[config.mk]
export PLATFORM = sky130hd
export DESIGN_NAME = serial_tx
export DESIGN_NICKNAME = d
export VERILOG_FILES = /design/src/rtl/serial_tx.sv
export SDC_FILE = /design/constraint.sdc
export NUM_CORES = 1
export LEC_CHECK = 0
export CELL_PAD_IN_SITES_DETAIL_PLACEMENT = 0
export CELL_PAD_IN_SITES_GLOBAL_PLACEMENT = 1
export CORE_AREA = 5 5 78 80
export DETAILED_ROUTE_END_ITERATION = 12
export DIE_AREA = 0 0 83 85
export PLACE_DENSITY = 0.92
export SYNTH_ARGS = -nofsm -noshare
export SYNTH_HDL_FRONTEND = slang
export SYNTH_SLANG_ARGS = --single-unit
export TNS_END_PERCENT = 1
[constraint.sdc]
create_clock -name CLK -period 4.5 [get_ports CLK]
set_input_delay 0.45 -clock CLK [delete_from_list [all_inputs] [get_ports CLK]]
set_output_delay 0.45 -clock CLK [all_outputs]
set_load 0.005 [all_outputs]
[src/rtl/serial_tx.sv]
// UART-style transmitter: 8 data bits, no parity, NSTOP stop bits, LSB first.
// One byte per DVALID/DREADY handshake; bit period is BAUD_DIV+1 cycles, captured at accept.
module serial_tx #(
  parameter int BW    = 16,
  parameter int NSTOP = 1
) (
  input  logic          CLK,
  input  logic          RSTX,
  input  logic [BW-1:0] BAUD_DIV,
  input  logic [7:0]    DIN,
  input  logic          DVALID,
  output logic          DREADY,
  output logic          TXD,
  output logic          BUSY
);

  typedef enum logic [1:0] {IDLE, START, DATA, STOP} state_e;

  // Index of the final stop bit; NSTOP is restricted to 1 or 2.
  localparam logic STOP_LAST = 1'(NSTOP - 1);

  state_e        state_q, state_d;
  logic [BW-1:0] cnt_q, cnt_d;
  logic [BW-1:0] period_q, period_d;
  logic [2:0]    bit_q, bit_d;
  logic          stop_q, stop_d;
  logic [7:0]    shift_q, shift_d;
  logic          txd_q, txd_d;
  logic          busy_q, busy_d;
  logic          tick;

  assign tick   = (cnt_q == period_q);
  assign DREADY = (state_q == IDLE);
  assign TXD    = txd_q;
  assign BUSY   = busy_q;

  always_comb begin
    state_d  = state_q;
    cnt_d    = tick ? '0 : cnt_q + 1'b1;
    period_d = period_q;
    bit_d    = bit_q;
    stop_d   = stop_q;
    shift_d  = shift_q;
    txd_d    = txd_q;
    busy_d   = busy_q;
    unique case (state_q)
      IDLE: begin
        cnt_d = '0;
        if (DVALID) begin
          shift_d  = DIN;
          period_d = BAUD_DIV;
          bit_d    = '0;
          stop_d   = 1'b0;
          txd_d    = 1'b0;
          busy_d   = 1'b1;
          state_d  = START;
        end
      end
      START: begin
        if (tick) begin
          txd_d   = shift_q[0];
          state_d = DATA;
        end
      end
      DATA: begin
        if (tick) begin
          if (bit_q == 3'd7) begin
            txd_d   = 1'b1;
            stop_d  = 1'b0;
            state_d = STOP;
          end else begin
            // Present the next bit on the same edge the register shifts it down.
            bit_d   = bit_q + 3'd1;
            shift_d = shift_q >> 1;
            txd_d   = shift_q[1];
          end
        end
      end
      STOP: begin
        if (tick) begin
          if (stop_q == STOP_LAST) begin
            busy_d  = 1'b0;
            state_d = IDLE;
          end else begin
            stop_d = stop_q + 1'b1;
          end
        end
      end
      default: state_d = IDLE;
    endcase
  end

  always_ff @(posedge CLK) begin
    if (!RSTX) begin
      state_q  <= IDLE;
      cnt_q    <= '0;
      period_q <= '0;
      bit_q    <= '0;
      stop_q   <= 1'b0;
      shift_q  <= '0;
      txd_q    <= 1'b1;
      busy_q   <= 1'b0;
    end else begin
      state_q  <= state_d;
      cnt_q    <= cnt_d;
      period_q <= period_d;
      bit_q    <= bit_d;
      stop_q   <= stop_d;
      shift_q  <= shift_d;
      txd_q    <= txd_d;
      busy_q   <= busy_d;
    end
  end

endmodule
==> results.cfg <==
[synth]
synth-edff-count = 0
yosysWarningCount = 0
synth.cell_area_sq_um = 2280
synth_top_flop_cell = sky130_fd_sc_hd__dfxtp_1
synth_cell_type_count = 36
avgSynthCellArea_sq_um = 8.86
yosys-top-cells-area = sky130_fd_sc_hd__dfxtp_1, sky130_fd_sc_hd__xor2_1, sky130_fd_sc_hd__nand2_1, sky130_fd_sc_hd__a21boi_0, sky130_fd_sc_hd__nor2_1
synth.net_count = 291
synthesis.instances = 257
postSynthRegisterBits = 47
ys_seq_area_share_pct = 41.3
async_reset_ff_share_pct = 0
post_synth_top_area_share_pct = 41.3
cell_type_contributing_the_most_total_cell_area_after_synthesis = sky130_fd_sc_hd__dfxtp_1

[layout]
finish.utilization_pct = 50.4
drive_gt1_share_pct = 5.36
finish.instance_area_sq_um = 2690
final_nets = 315
post_route_non_filler_standard_cell_count = 352
insertedDiodeCount = 0
area_growth_pct = 18.1

[detailed_routing]
ant_nets = 0
viasPerCell = 5.24
initialDrtViolationCount = 132
drt_pass1_iterations = 4
detailroute.via_count = 1845
route.final.wire_length_mm = 4.69
route.detailed.wl_per_inst_um = 13.3
drc = 0

[place]
dpl.hpwl_mm = 3.27
gp_congestion = 0.784
dpl_cell_area_sq_um = 2620
port-buffer-count = 29
dp.cells = 346

[min_path]
hp-class = reg2reg
worstHoldStart = period_q[4]$_SDFFE_PN0P_

[floorplanning]
floorplan.die.width_um = 83
row_count = 27
start_util_pct = 42.6
floorplan.io_pins = 30
core_region_area_sq_um = 5340
die_area_sq_um = 7060
die_y_extent_um = 85

[clock_network]
cts_buffer_depth = 2
clock_root_buffer = sky130_fd_sc_hd__clkbuf_8
post_cts_hold_buffer_count = 0
cts_inserted_buffers = 5
clkTransAtPathRegs_ps = 80
post-cts-setup-buffer-count = 0
cts.sinks = 47
postCtsResizedCells = 0
cts_tree = built
worstSkewPairLatency_ps = 300
cts_htree_levels = 2

[global_route]
grt_first_pass_wirelength_mm = 8.17
first_global_vias = 1764
overflow = 0
initial_antenna_violation_count = 0
grt_max_degree = 37
track_usage_pct = 14.2

[setup_path]
path_cells = xor2_1 -> nor4_1 -> nand4_1 -> or3_1 -> o221a_1
worstPathArrival_ps = 2570
cp-startpoint = cnt_q[5]$_SDFF_PP0_
critical_register_to_register_path_startpoint = cnt_q[5]$_SDFF_PP0_
critical_path.max_fanout = 14
path_class = reg2reg
critical_path.n_buffers_inverters = 0
endpoint_kind = flip-flop
critical-path-slowest-cell = sky130_fd_sc_hd__or3_1
cp-start-kind = flip-flop
critPathRequiredTime_ps = 4680
critPathTopFamily = simple AND/OR/NAND/NOR gates
critPathMaxStageDelay_ps = 660

[pwr]
vdd.ir_drop.worst_v = 0.000274
p_int_uw = 770
total_power_divided_by_cell_area_nw_per_um2 = 437
p_seq_share_pct = 45.8
switchingPower_uw = 405
total_leakage_power_uw = 0.00104
power_switching_share_pct = 34.5
power.combinational.fraction_pct = 34.2
p_clk_share_pct = 20.0

[timing]
final.setup_skew_ps = 5.81
fin_crit_sh_pct = 53.1
clock.fmax_mhz = 419
fin_setup_tns_ps = 0
grt_setup_unrepaired = no
drv_slew = 0
worst_pin_slew_ps = 659
slew_headroom_pct = 56.1
final-hold-violation-count = 0
final.min_clock_period_ps = 2390
final_setup_vio_count = 0

[job]
drv_cap = 0

[status]
outcome = finished, final reports clean
-- cell usage after synthesis, types with 2 or more instances --
cell type                  count
sky130_fd_sc_hd__nand3_1       8
sky130_fd_sc_hd__o221a_2       7
sky130_fd_sc_hd__and2_1        2
sky130_fd_sc_hd__or3_1         2
sky130_fd_sc_hd__inv_1         3
sky130_fd_sc_hd__nor2_1       25
sky130_fd_sc_hd__nand4_1       4
sky130_fd_sc_hd__a21boi_0     21
sky130_fd_sc_hd__clkbuf_1     12
sky130_fd_sc_hd__and4_1        2
sky130_fd_sc_hd__nor4_1        4
sky130_fd_sc_hd__a211o_1       3
sky130_fd_sc_hd__o211ai_1      4
sky130_fd_sc_hd__or2_2         2
sky130_fd_sc_hd__nand2b_1      3
sky130_fd_sc_hd__o221a_1       7
sky130_fd_sc_hd__nand2_1      45
sky130_fd_sc_hd__xor2_1       23
sky130_fd_sc_hd__nor2b_1       2
sky130_fd_sc_hd__xnor2_1       7
sky130_fd_sc_hd__ha_1          7
sky130_fd_sc_hd__dfxtp_1      47
sky130_fd_sc_hd__o21ai_0       3
sky130_fd_sc_hd__mux2i_1       2
-- sequential cells by signal (all words and copies together) (netlist names) --
signal / cells
cnt_q: 16
period_q: 16
shift_q: 8
bit_q: 3
state_q: 2
BUSY: 1
TXD: 1
-- per-stage QoR --
stage          hold WS, ps  worst slack, ps  power (uW)
2_1_floorplan          455             2590         831
3_3_place_gp           462             2090         940
3_5_place_dp           470             1980         951
4_1_cts                480             2130        1190
5_1_grt                496             1930        1270
6_report               477             2110        1170
-- placed cells by master (no fill, tap or decap), types with 2 or more instances in the layout --
master,count
sky130_fd_sc_hd__a211o_1,3
sky130_fd_sc_hd__a21boi_0,21
sky130_fd_sc_hd__and2_1,2
sky130_fd_sc_hd__and4_1,2
sky130_fd_sc_hd__clkbuf_8,5
sky130_fd_sc_hd__clkdlybuf4s50_1,29
sky130_fd_sc_hd__dfxtp_1,47
sky130_fd_sc_hd__ha_1,7
sky130_fd_sc_hd__inv_1,3
sky130_fd_sc_hd__mux2i_1,2
sky130_fd_sc_hd__nand2_1,45
sky130_fd_sc_hd__nand2b_1,3
sky130_fd_sc_hd__nand3_1,8
sky130_fd_sc_hd__nand4_1,4
sky130_fd_sc_hd__nor2_1,25
sky130_fd_sc_hd__nor2b_1,2
sky130_fd_sc_hd__nor4_1,4
sky130_fd_sc_hd__o211ai_1,4
sky130_fd_sc_hd__o21ai_0,3
sky130_fd_sc_hd__o221a_1,7
sky130_fd_sc_hd__o221a_2,7
sky130_fd_sc_hd__or2_2,2
sky130_fd_sc_hd__or3_1,2
sky130_fd_sc_hd__xnor2_1,7
sky130_fd_sc_hd__xor2_1,23
-- power groups by stage --
stage / Sequential (uW) / Clock (uW) / Combinational [uW]
floorplan: 531 / 0 / 300
detailed placement: 546 / 0 / 405
global route: 548 / 264 / 460
CTS: 537 / 245 / 408
finish: 538 / 235 / 402
global placement: 545 / 0 / 395
-- kinds of logic (layout without fill, tap and decap cells) --
logic type,count (synthesis),in the layout,synth area share (%)
DFF,47,47,41.3
buffers and inverters,16,39,2.64
and+or+nand+nor,103,103,20.5
xor gates and xnor gates,30,30,11.5
adders and majority gates,7,7,3.85
muxes,2,2,0.880
AOI/OAI and AO/OA,52,52,19.2
-- worst reg2reg max path: cells and delay by family (launching register included) --
| kind | cells | cell delay [ps] |
|---|---|---|
| AOI/OAI and AO/OA | 1 | 280 |
| xor gates and xnor gates | 1 | 100 |
| and+or+nand+nor | 3 | 1450 |
| DFF | 1 | 460 |
-- path summary, 6_finish.rpt --
path / cells after the start / slack (ps) / to
setup reg to reg: 5 / 2110 / shift_q[1]$_SDFFE_PN0P_
hold / removal: 2 / 480 / period_q[4]$_SDFFE_PN0P_
setup / recovery: 5 / 2110 / shift_q[1]$_SDFFE_PN0P_
hold reg to reg: 2 / 480 / period_q[4]$_SDFFE_PN0P_
-- layout make-up --
type,count,area (sq um)
Clock buffer,6,72.6
Fill cell,525,2650
Inverter,3,11.3
Multi-Input combinational cell,194,1270
Sequential cell,47,941
Tap cell,72,90.1
Timing Repair Buffer,30,298
-- routing by layer --
metal	vias to the layer above	share of wire [%]	global-route usage [%]
met5	-	0	0
met1	862	52	19.4
li1	940	-	-
met2	34	43	21.1
met4	0	1.5	5.35
met3	9	3.7	4.17
(Power assumes the default switching activity.)
==> edit, RTL diff (same settings) <==
Take the reset off `shift_q` and load it in a clocked block of its own.
--- a/src/rtl/serial_tx.sv
+++ b/src/rtl/serial_tx.sv
@@ -99,3 +99,2 @@
       stop_q   <= 1'b0;
-      shift_q  <= '0;
       txd_q    <= 1'b1;
@@ -108,3 +107,2 @@
       stop_q   <= stop_d;
-      shift_q  <= shift_d;
       txd_q    <= txd_d;
@@ -114,2 +112,6 @@
 
+  always_ff @(posedge CLK) begin
+    shift_q <= shift_d;
+  end
+
 endmodule
Formal check against the unedited RTL: no difference found for any inputs over 10 cycles, from zero or initial values and one cycle with RSTX low; that may be too few to reach the edited logic, so the function may still have changed.
==> edit against the original RTL <==
Routed wire length shrank 5.6%. Sequential cell count unchanged. Clock skew increased by 0.00076 ns. Design area down 0.51%. Via count decreased by 7.1%. Setup slack got worse by 0.12 ns. Total power increased by 7.3%. Fmax is 4.9% lower. Area after synthesis shrank 1.1%. Die area unchanged. Largest power group unchanged. Highest routed layer unchanged.
==> edit: results (changes against the original RTL) <==
Run status
The flow ran to the end, and the final reports show no timing, DRC or antenna violations.

Drt
The DRC violation total after the first TritonRoute iteration was 71 (-46%). The average detailed-routed wire length per instance is 12.7 microns (-4.5%).

Yosys
The number of enable-type register cells in the synthesized netlist is 8 (+8). The count of unique library cells instantiated by Yosys was 33 (-8.3%). The commonest cells after synthesis are sky130_fd_sc_hd__nand2_1 (52), sky130_fd_sc_hd__dfxtp_1 (39), sky130_fd_sc_hd__nor2_1 (27). The post-synthesis sequential area ratio is 45.4% (+4.0 points). The post-synth net total is 284 (-2.4%).

Layout
The flip-flop and latch area came to 1020 sq um (+8.5%). The count of flip-flops and latches is 47 (unchanged). The final-layout fill cell count is 547 (+4.2%). The non-filler instance count after layout is 348 (-1.1%). The multi-input gate share of the layout cell area is 42.5% (-4.9 points). The relative area of non-clock buffer cells in the final design is 10.9% (-0.22 points). The count of non-CTS buffers in the layout came to 29 (-3.3%).

STA
The final period demand of the worst path is 2.51 ns (+0.123 ns). The clock skew was 0.00656 ns (+0.000756 ns).

Min path
The worst hold path begins at period_q[13].

Critical path
The capture point of the critical path is shift_q[5]. The slack of the worst reg-to-reg path came to 1.99 ns (-0.12 ns). The delay of the slowest cell on the worst path is 0.64 ns (-0.02 ns). The worst register-to-register path begins at cnt_q[4].

The slowest library cell on the worst path is sky130_fd_sc_hd__a21oi_1.

Power and ir drop
The maximum ir drop on the vdd rail is 0.288 mV (+4.9%). The leakage dissipation is 0.941 nW (-9.3%). The power per standard cell area is 472 nW/um^2 (+7.9%).

Global route
The via count of the first global-routing pass came to 1692 (-4.1%). The maximum number of pins on one net before global-route repair is 23 (-38%). The global-route total usage across every layer is 13.2% (-1.0 points).

Placement
The cell area after placement is 2560 sq um (-2.2%). The placed wire-length estimate after detailed placement came to 3260 microns (-0.32%). The setup slack at placement is 1.94 ns (-0.0429 ns).
## edit: per-layer routing
| metal | share of wire (%) | up-vias | global-route usage, % |
|---|---|---|---|
| met5 | 0 | - | 0 |
| met4 | 2.3 | 0 | 5.94 |
| met3 | 3.8 | 12 | 3.30 |
| met2 | 50 | 31 | 23.3 |
| met1 | 44 | 786 | 15.1 |
| li1 | - | 885 | - |
## edit: report_power, final
group	switching (mW)	internal (mW)	total [mW]	leakage [nW]
combinational	0.227	0.167	0.394	0.484
sequential	0.0387	0.509	0.547	0.395
clock	0.140	0.180	0.320	0.0612
total	0.406	0.855	1.26	0.941
## edit: cells by family after synthesis
kind of cell             count (synthesis)  synth area share (%)
flip-flops                              47                  45.4
multiplexers                            10                  4.84
buffers and inverters                   16                  4.17
AO/OA/AOI/OAI                           29                  7.23
XOR/XNOR                                31                  12.1
adder cells (fa/ha/maj)                  7                  3.89
AND/OR/NAND/NOR                        110                  22.5
